### config.mk
export PLATFORM = sky130hd
export DESIGN_NAME = mul_div_unit
export DESIGN_NICKNAME = d
export VERILOG_FILES = /design/src/rtl/mul_div_unit_pkg.sv /design/src/rtl/mul_div_step.sv /design/src/rtl/mul_div_unit.sv
export SDC_FILE = /design/constraint.sdc
export NUM_CORES = 1
export LEC_CHECK = 0
export ABC_CLOCK_PERIOD_IN_PS = 10800
export CAP_MARGIN = 0
export CORE_AREA = 5 5 161 202
export CTS_BUF_LIST = sky130_fd_sc_hd__clkbuf_4
export DETAILED_ROUTE_END_ITERATION = 8
export DIE_AREA = 0 0 166 207
export PLACE_DENSITY = 0.79
export SETUP_SLACK_MARGIN = 0.1
export SLEW_MARGIN = 15
export SYNTH_ARGS = -nofsm -noshare
export SYNTH_HDL_FRONTEND = slang
export SYNTH_SLANG_ARGS = --single-unit
### constraint.sdc
create_clock -name clk -period 10.8 [get_ports clk]
set_input_delay 2.16 -clock clk [delete_from_list [all_inputs] [get_ports clk]]
set_output_delay 2.16 -clock clk [all_outputs]
set_load 0.05 [all_outputs]
### src/rtl/mul_div_unit_pkg.sv
// Shared definitions for the RV32M iterative multiply/divide unit:
// operation codes, FSM state encoding and operand-sign helpers.
package mul_div_unit_pkg;

  localparam int XLEN = 32;

  localparam logic [3:0] OP_MUL    = 4'b1000;
  localparam logic [3:0] OP_MULH   = 4'b1001;
  localparam logic [3:0] OP_MULHSU = 4'b1010;
  localparam logic [3:0] OP_MULHU  = 4'b1011;
  localparam logic [3:0] OP_DIV    = 4'b1100;
  localparam logic [3:0] OP_DIVU   = 4'b1101;
  localparam logic [3:0] OP_REM    = 4'b1110;
  localparam logic [3:0] OP_REMU   = 4'b1111;

  typedef enum logic [1:0] {
    ST_IDLE = 2'b00,
    ST_RUN  = 2'b01,
    ST_DONE = 2'b10
  } state_e;

  function automatic logic op_signed_a(input logic [3:0] op);
    case (op)
      OP_MULH, OP_MULHSU, OP_DIV, OP_REM: return 1'b1;
      default:                            return 1'b0;
    endcase
  endfunction

  function automatic logic op_signed_b(input logic [3:0] op);
    case (op)
      OP_MULH, OP_DIV, OP_REM: return 1'b1;
      default:                 return 1'b0;
    endcase
  endfunction

  function automatic logic [XLEN-1:0] magnitude(input logic [XLEN-1:0] val, input logic neg);
    if (neg) begin
      return {XLEN{1'b0}} - val;
    end else begin
      return val;
    end
  endfunction

endpackage

### src/rtl/mul_div_step.sv
// One iteration of the shared datapath: add-shift multiply step or
// restoring trial-subtract divide step, chosen by is_div_i.
module mul_div_step
  import mul_div_unit_pkg::*;
(
  input  logic              is_div_i,
  input  logic [2*XLEN-1:0] acc_i,
  input  logic [XLEN:0]     rem_i,
  input  logic [XLEN-1:0]   opnd_i,
  output logic [2*XLEN-1:0] acc_o,
  output logic [XLEN:0]     rem_o
);

  logic [XLEN:0]   sum_s;
  logic [XLEN+1:0] shifted_s;
  logic [XLEN:0]   diff_s;
  logic            fits_s;

  // Multiply: acc holds {partial product, remaining multiplier bits}.
  // Divide: acc low half shifts dividend bits out and quotient bits in.
  always_comb begin
    sum_s     = {1'b0, acc_i[2*XLEN-1:XLEN]} + (acc_i[0] ? {1'b0, opnd_i} : {(XLEN+1){1'b0}});
    shifted_s = {rem_i, acc_i[XLEN-1]};
    fits_s    = (shifted_s >= {2'b00, opnd_i});
    diff_s    = shifted_s[XLEN:0] - {1'b0, opnd_i};
    if (is_div_i) begin
      if (fits_s) begin
        rem_o = diff_s;
        acc_o = {acc_i[2*XLEN-1:XLEN], acc_i[XLEN-2:0], 1'b1};
      end else begin
        rem_o = shifted_s[XLEN:0];
        acc_o = {acc_i[2*XLEN-1:XLEN], acc_i[XLEN-2:0], 1'b0};
      end
    end else begin
      rem_o = rem_i;
      acc_o = {sum_s, acc_i[XLEN-1:1]};
    end
  end

endmodule

### src/rtl/mul_div_unit.sv
// Iterative RV32M multiply/divide unit: 32 RUN cycles per operation,
// with a single-cycle path for divide-by-zero and signed overflow.
module mul_div_unit #(
  parameter int XLEN = 32
) (
  input  logic            clk,
  input  logic            reset,
  input  logic            start_i,
  input  logic [3:0]      ALU_Operation_i,
  input  logic [XLEN-1:0] A_i,
  input  logic [XLEN-1:0] B_i,
  output logic [XLEN-1:0] result_o,
  output logic            busy_o,
  output logic            done_o
);
  import mul_div_unit_pkg::*;

  state_e            state_q, state_d;
  logic [4:0]        cnt_q, cnt_d;
  logic [3:0]        op_q, op_d;
  logic              neg_q, neg_d;
  logic              rneg_q, rneg_d;
  logic [2*XLEN-1:0] acc_q, acc_d;
  logic [XLEN:0]     rem_q, rem_d;
  logic [XLEN-1:0]   opnd_q, opnd_d;
  logic [XLEN-1:0]   result_q, result_d;
  logic              busy_q, busy_d;
  logic              done_q, done_d;

  logic              sgn_a_s, sgn_b_s, div_zero_s, ovf_s;
  logic [XLEN-1:0]   a_mag_s, b_mag_s, quot_s, rmdr_s;
  logic [2*XLEN-1:0] step_acc_s, prod_s;
  logic [XLEN:0]     step_rem_s;

  mul_div_step u_step (
    .is_div_i (op_q[2]),
    .acc_i    (acc_q),
    .rem_i    (rem_q),
    .opnd_i   (opnd_q),
    .acc_o    (step_acc_s),
    .rem_o    (step_rem_s)
  );

  // Next-state, datapath and output-register logic for the IDLE/RUN/DONE sequence.
  always_comb begin
    sgn_a_s    = op_signed_a(ALU_Operation_i) & A_i[XLEN-1];
    sgn_b_s    = op_signed_b(ALU_Operation_i) & B_i[XLEN-1];
    a_mag_s    = magnitude(A_i, sgn_a_s);
    b_mag_s    = magnitude(B_i, sgn_b_s);
    div_zero_s = (B_i == {XLEN{1'b0}});
    ovf_s      = ((ALU_Operation_i == OP_DIV) || (ALU_Operation_i == OP_REM)) &&
                 (A_i == {1'b1, {(XLEN-1){1'b0}}}) && (B_i == {XLEN{1'b1}});
    prod_s     = neg_q ? ({(2*XLEN){1'b0}} - step_acc_s) : step_acc_s;
    quot_s     = neg_q ? ({XLEN{1'b0}} - step_acc_s[XLEN-1:0]) : step_acc_s[XLEN-1:0];
    rmdr_s     = rneg_q ? ({XLEN{1'b0}} - step_rem_s[XLEN-1:0]) : step_rem_s[XLEN-1:0];

    state_d  = state_q;
    cnt_d    = cnt_q;
    op_d     = op_q;
    neg_d    = neg_q;
    rneg_d   = rneg_q;
    acc_d    = acc_q;
    rem_d    = rem_q;
    opnd_d   = opnd_q;
    result_d = result_q;
    busy_d   = busy_q;
    done_d   = 1'b0;

    case (state_q)
      ST_IDLE: begin
        if (start_i && ALU_Operation_i[3]) begin
          op_d   = ALU_Operation_i;
          cnt_d  = 5'd0;
          rem_d  = {(XLEN+1){1'b0}};
          neg_d  = sgn_a_s ^ sgn_b_s;
          rneg_d = sgn_a_s;
          if (ALU_Operation_i[2]) begin
            acc_d  = {{XLEN{1'b0}}, a_mag_s};
            opnd_d = b_mag_s;
          end else begin
            acc_d  = {{XLEN{1'b0}}, b_mag_s};
            opnd_d = a_mag_s;
          end
          // Special divide cases resolve without iterating; bit 1 selects remainder.
          if (ALU_Operation_i[2] && (div_zero_s || ovf_s)) begin
            state_d = ST_DONE;
            busy_d  = 1'b0;
            done_d  = 1'b1;
            if (div_zero_s) begin
              result_d = ALU_Operation_i[1] ? A_i : {XLEN{1'b1}};
            end else begin
              result_d = ALU_Operation_i[1] ? {XLEN{1'b0}} : {1'b1, {(XLEN-1){1'b0}}};
            end
          end else begin
            state_d = ST_RUN;
            busy_d  = 1'b1;
          end
        end else begin
          state_d = ST_IDLE;
          busy_d  = 1'b0;
        end
      end
      ST_RUN: begin
        acc_d = step_acc_s;
        rem_d = step_rem_s;
        cnt_d = cnt_q + 5'd1;
        if (cnt_q == 5'd31) begin
          state_d = ST_DONE;
          busy_d  = 1'b0;
          done_d  = 1'b1;
          case (op_q)
            OP_MUL:                      result_d = prod_s[XLEN-1:0];
            OP_MULH, OP_MULHSU, OP_MULHU: result_d = prod_s[2*XLEN-1:XLEN];
            OP_DIV, OP_DIVU:             result_d = quot_s;
            OP_REM, OP_REMU:             result_d = rmdr_s;
            default:                     result_d = result_q;
          endcase
        end else begin
          state_d = ST_RUN;
        end
      end
      ST_DONE: begin
        state_d = ST_IDLE;
        busy_d  = 1'b0;
        done_d  = 1'b0;
      end
      default: begin
        state_d = ST_IDLE;
        busy_d  = 1'b0;
        done_d  = 1'b0;
      end
    endcase
  end

  // State and output registers; reset aborts any operation in flight.
  always_ff @(posedge clk or posedge reset) begin
    if (reset) begin
      state_q  <= ST_IDLE;
      cnt_q    <= 5'd0;
      op_q     <= 4'd0;
      neg_q    <= 1'b0;
      rneg_q   <= 1'b0;
      acc_q    <= {(2*XLEN){1'b0}};
      rem_q    <= {(XLEN+1){1'b0}};
      opnd_q   <= {XLEN{1'b0}};
      result_q <= {XLEN{1'b0}};
      busy_q   <= 1'b0;
      done_q   <= 1'b0;
    end else begin
      state_q  <= state_d;
      cnt_q    <= cnt_d;
      op_q     <= op_d;
      neg_q    <= neg_d;
      rneg_q   <= rneg_d;
      acc_q    <= acc_d;
      rem_q    <= rem_d;
      opnd_q   <= opnd_d;
      result_q <= result_d;
      busy_q   <= busy_d;
      done_q   <= done_d;
    end
  end

  assign result_o = result_q;
  assign busy_o   = busy_q;
  assign done_o   = done_q;

endmodule
# Word-level counts from Yosys, hierarchy flattened
# Cells that the tools add are included.
# word_totals
ff_bits,176
elab_cells,103
in_bits,71
out_inout_bits,34
# classes
n_bitwise,3
order_cmp,1
eq_ne,21
n_addsub,8
muxes,40
reduce_logical,18
# op_table
cell,n
32-bit two-way mux,13
64-bit two-way mux,3
32-bit one-hot mux with 4 select lines,1
64-bit one-hot mux with 2 select lines,1
1-bit by 32-bit subtractor with 32-bit output (first input constant),4
33-bit two-way mux,3
33-bit one-hot mux with 2 select lines,1
32-bit equality test (second input constant),2
32-bit one-hot mux with 2 select lines,1
1-bit by 64-bit subtractor with 64-bit output (first input constant),1
4-bit equality test (second input constant),12
34-bit by 32-bit >= comparator with 1-bit output,1
32-bit by 32-bit adder with 33-bit output,1
33-bit by 32-bit subtractor with 33-bit output,1
32-bit logical NOT,1
5-bit one-hot mux with 2 select lines,1
1-bit two-way mux,9
2-bit inequality test (second input constant),4
2-bit two-way mux,3
3-bit OR reduction,2
5-bit by 1-bit adder with 5-bit output (second input constant),1
5-bit equality test (second input constant),1
5-bit two-way mux,1
5-bit by 1-bit inequality test with 1-bit output (second input constant),1
14 further kinds,22

# Depth between registers and ports, before layout
# depth
word_depth,9
ltp_mapped,22
ltp_nobuf,21

# Cells and area by module
# Synthesis repeated with hierarchy kept, for this count alone.
# unflattened
cells_unflattened,2287
area_unflattened_um2,17466.8
# by_module_without_submodules
mod,cells_each,area_per_inst_um2,seq_area_each_um2,n_inst
mul_div_unit,1468,11950.2,4379.2,1
mul_div_step,819,5516.5,0.0,1

# Worst setup path after synthesis
# OpenSTA, ideal clock, no wires.
# synth_timing
path_type,register -> register
startpoint,reg acc_q[31]
endpoint,reg result_q[26] (netlist: result_o[26])
path_buffers,1
setup_ns,0.126
setup_slack_ns,5.100
arrival_time_ns,5.574
required_ns,10.674
stages_incl_launch_ff,23
synth_period_minus_slack_ns,5.700
path_cell_list,dfrtp_1 -> inv_1 -> ha_1 -> inv_1 -> fa_1 -> a21o_1 -> a221oi_2 -> nor3_1 -> o31ai_2 -> a31o_2 -> clkbuf_1 -> ha_1 -> o2111ai_1 -> nor3_1 -> nand2_1 -> or4_4 -> nand4b_1 -> or4b_1 -> or4_4 -> o41ai_1 -> xor2_1 -> a221oi_1 -> nor2_1
# synth_via
elab_chain_len,8
word_cells_on_any_way,15
cone_classes,add/sub (4); order compare (1); mux (10)
# synth_lines
item,line_no,rtl
start: declaration,mul_div_unit.sv:23,"logic [2*XLEN-1:0] acc_q, acc_d;"
start signal: assignment,mul_div_unit.sv:143,acc_q <= {(2*XLEN){1'b0}};
34-bit by 32-bit >= comparator with 1-bit output / 33-bit by 32-bit subtractor with 33-bit output (equally long branches),"mul_div_step.sv:24, mul_div_step.sv:25",
1-bit two-way mux / 33-bit two-way mux (equally long branches),mul_div_step.sv:27,if (fits_s) begin
64-bit two-way mux / 33-bit two-way mux (equally long branches),mul_div_step.sv:26,if (is_div_i) begin
1-bit by 64-bit subtractor with 64-bit output (tied with other cells),mul_div_unit.sv:53,prod_s = neg_q ? ({(2*XLEN){1'b0}} - step_acc_s) : step_acc_s;
64-bit two-way mux (tied with other cells),mul_div_unit.sv:53,
32-bit one-hot mux with 4 select lines *,mul_div_unit.sv:111,case (op_q)
32-bit two-way mux *,mul_div_unit.sv:107,if (cnt_q == 5'd31) begin
32-bit one-hot mux with 2 select lines *,mul_div_unit.sv:69,case (state_q)
end signal: assignment,mul_div_unit.sv:146,result_q <= {XLEN{1'b0}};
end signal: assignment,mul_div_unit.sv:158,result_q <= result_d;
end: declaration,mul_div_unit.sv:26,"logic [XLEN-1:0] result_q, result_d;"
# Every way passes the cells marked *; elsewhere a longest branch is shown, timed or not. The select of a mux whose other input is x is not followed.
# A chain may end at the register's enable or synchronous reset.

# Worst setup path after layout
# layout_timing
startpoint,reg acc_q[31]
endpoint,reg result_q[30] (netlist: result_o[30])
# The elaborated chain is that of the path after synthesis.

==> metrics.cfg <==
[timing]
setup_ws_ns = 3.93
fin_skew_ns = 0.0266
fmax_ghz = 0.146
rsz0062_at_grt = false
tns_ns = 0
setup_viol = 0
fin_crit_sh_pct = 63.6
hold_ws_ns = 0.514
relSlewSlack_pct = 14.4
hold_violations = 0
tightest_slew_ns = 1.27
drv_slew = 0
min_period_ns = 6.87

[drt]
wirelength_um = 74000
top_layer_used = met5
drt-initial-drc-count = 2613
wl_met2_um = 32700
wl_per_cell_um = 26.0
wl_met1_um = 27600
via_per_inst = 7.07
drc_errors = 0
wl_met3_um = 8030
dr.pass1.iters = 7
vias = 20100
antenna_left = 0

[synthesis]
ys.flop_type = dfrtp_1
syn_avg_cell_area_um2 = 7.38
synth_edf_count = 0
yosysWarnings = 0
syn-num-nets = 2576
ys_seq_area_share_pct = 24.4
ys_ff_latch = 175
synth_cell_types = 90
syn_inst = 2432
async_reset_ff_share_pct = 100
netlist_area_um2 = 18000

[setup_path]
crit_path_start = acc_q[31]$_DFFE_PP0P_
crit_end = result_o[30]$_DFFE_PP0P_
end_kind = flip-flop
crit_fanout = 9
cp.arrival_ns = 7.47
r2r_start = acc_q[31]$_DFFE_PP0P_
required_ns = 11.40
ff2ff_setup_slack_ns = 3.93
worstSetupPathType = reg -> reg
r2r_end = result_o[30]$_DFFE_PP0P_
r2r_cells = 21
cp-start-kind = flip-flop

[placement]
placedCellCount = 2813
io_buffers = 104
pre_cts_ws_ns = 4.07
place_hpwl_um = 56600
gp_congestion = 1.05

[die]
fp-row-count = 72
dieWidth_um = 166
start_util_pct = 58.8
core-area_um2 = 30500
die_area_um2 = 34400
ioPinCount = 105
die_y_um = 207

[clocking]
clock_sinks = 175
cts_buffer_depth = 2
cts-root-buf = clkbuf_4
post_cts_buffers = 0
cts_max_level = 4
cts_hold_buf = 0
path_clk_slew_ns = 0.17
cts_buffers = 17
cts_tree = yes
cts_resized = 0
worstSkewPairLatency_ns = 0.67

[grt]
gr-total-overflow = 0
track_usage_pct = 41.5
antenna_found_initial = 4
grt_pass1_vias = 18400
grt_max_degree = 103
grt_first_pass_wirelength_um = 112000

[min_path]
min_from = cnt_q[3]$_DFFE_PP0P_
min_path_type = reg -> reg

[finish]
nets = 2569
drive_above_1_share_pct = 4.92
area_delta_synth_final_pct = 8.28
layout.cells.non_filler = 2846
n_fill_cell = 2786
post-route-util_pct = 63.7

[power_and_ir_drop]
irDropWorstVdd_mv = 0.211
powerDensity_nw_per_um2 = 396
leakagePower_nw = 7.61

[run]
drv_cap = 0

[outcome]
status = finished, final reports clean

-- cell usage after synthesis, drive strengths merged, types with 49 or more instances --
master,instances,area share [%]
inv,79,1.7
nand3,105,2.9
nor2,193,4.0
clkbuf,127,2.7
xnor2,88,4.3
a21oi,186,5.2
nand2,285,6.0
ha,71,4.9
o21ai,259,7.2
xor2,79,3.9
dfrtp,175,24
mux2i,57,3.3
nor3,49,1.4
-- flip-flops by register name, indices dropped and copies added (netlist names) --
register,count
state_q,1
rneg_q,1
opnd_q,32
op_q,4
neg_q,1
rem_q,33
done_o,1
busy_o,1
result_o,32
cnt_q,5
acc_q,64
-- power breakdown --
part           internal, mW  switching (mW)  leakage [nW]
Clock                 0.144           0.273         0.159
Sequential            0.954           0.367          2.10
Combinational          2.02            3.94          5.35
-- cell families after synthesis --
| family | Yosys count | synth area share, % |
|---|---|---|
| adder cells (fa/ha/maj) | 73 | 5.17 |
| flip-flops | 175 | 24.4 |
| AO/OA/AOI/OAI | 819 | 29.1 |
| buffers and inverters | 241 | 5.22 |
| AND/OR/NAND/NOR | 897 | 24.5 |
| multiplexers | 60 | 3.46 |
| XOR/XNOR | 167 | 8.15 |
-- final cells by class --
class | instances | area (um2) | area share, %
Antenna cell | 1 | 2.50 | 0.0129
Clock buffer | 18 | 135 | 0.695
Sequential cell | 175 | 4380 | 22.5
Multi-Input combinational cell | 2016 | 12700 | 65.2
Clock inverter | 14 | 153 | 0.785
Tap cell | 407 | 509 | 2.62
Timing Repair Buffer | 136 | 1280 | 6.58
Inverter | 79 | 302 | 1.55
-- routing by layer --
metal,GRT usage (%),vias to the layer above
li1,-,8977
met1,52.6,9573
met2,64.7,1277
met3,9.21,282
met4,25.2,4
met5,0,-
-- cell usage in the layout, fill, tap and decap left out, types with 8 or more instances in the layout --
cell type / instances
buf_4: 33
o41ai_1: 13
xnor2_1: 88
o31ai_1: 32
clkbuf_4: 18
xor2_1: 79
and4_1: 13
nor2_1: 191
o21ai_0: 257
nand3_1: 104
nand2b_1: 14
mux2i_1: 55
a211oi_1: 20
a221oi_1: 12
or2_2: 13
o221ai_1: 45
o22ai_1: 12
or3_1: 24
nor2b_1: 17
ha_1: 71
clkdlybuf4s50_1: 103
and2_1: 47
nor3b_1: 12
a31oi_1: 38
nand2_1: 285
nor4_1: 18
a31o_2: 8
nand4_1: 39
a21oi_1: 186
o21a_1: 18
and3_1: 21
o211ai_1: 45
a21o_1: 31
nor3_1: 49
or4_1: 10
dfrtp_1: 174
inv_1: 76
-- worst max-delay path, cell delays in order (launching register included) --
cell and delay [ns]:
dfrtp_1 0.58, inv_1 0.12, ha_1 0.18, inv_1 0.06, fa_1 0.42, a21o_1 0.21
a221oi_2 0.53, nor3_1 0.19, o31ai_2 0.38, a31o_2 0.42, ha_1 0.27, o2111ai_1 0.26
nor3_1 0.36, nand2_1 0.12, or4_4 0.47, nand4b_1 0.23, or4b_1 0.53, or4_4 0.54
or4_1 0.52, a21oi_1 0.16, a211oi_1 0.06, a21oi_1 0.18
-- how the worst min path moves through the flow --
stage | endpoint | depth (start not counted)
finish | cnt_q[3]$_DFFE_PP0P_ | 1
CTS | cnt_q[3]$_DFFE_PP0P_ | 1
global route | cnt_q[2]$_DFFE_PP0P_ | 1
global placement | cnt_q[3]$_DFFE_PP0P_ | 1
floorplan | cnt_q[3]$_DFFE_PP0P_ | 1
detailed placement | busy_o$_DFFE_PP0N_ | 2
-- through the flow --
step	power (mW)	cell area, um2
after floorplan	5.26	18000
after global routing	8.14	19400
after global placement	6.95	19100
after CTS	7.48	19400
final	7.70	19400
after detailed placement	7.04	19100
(Power assumes the default switching activity.)
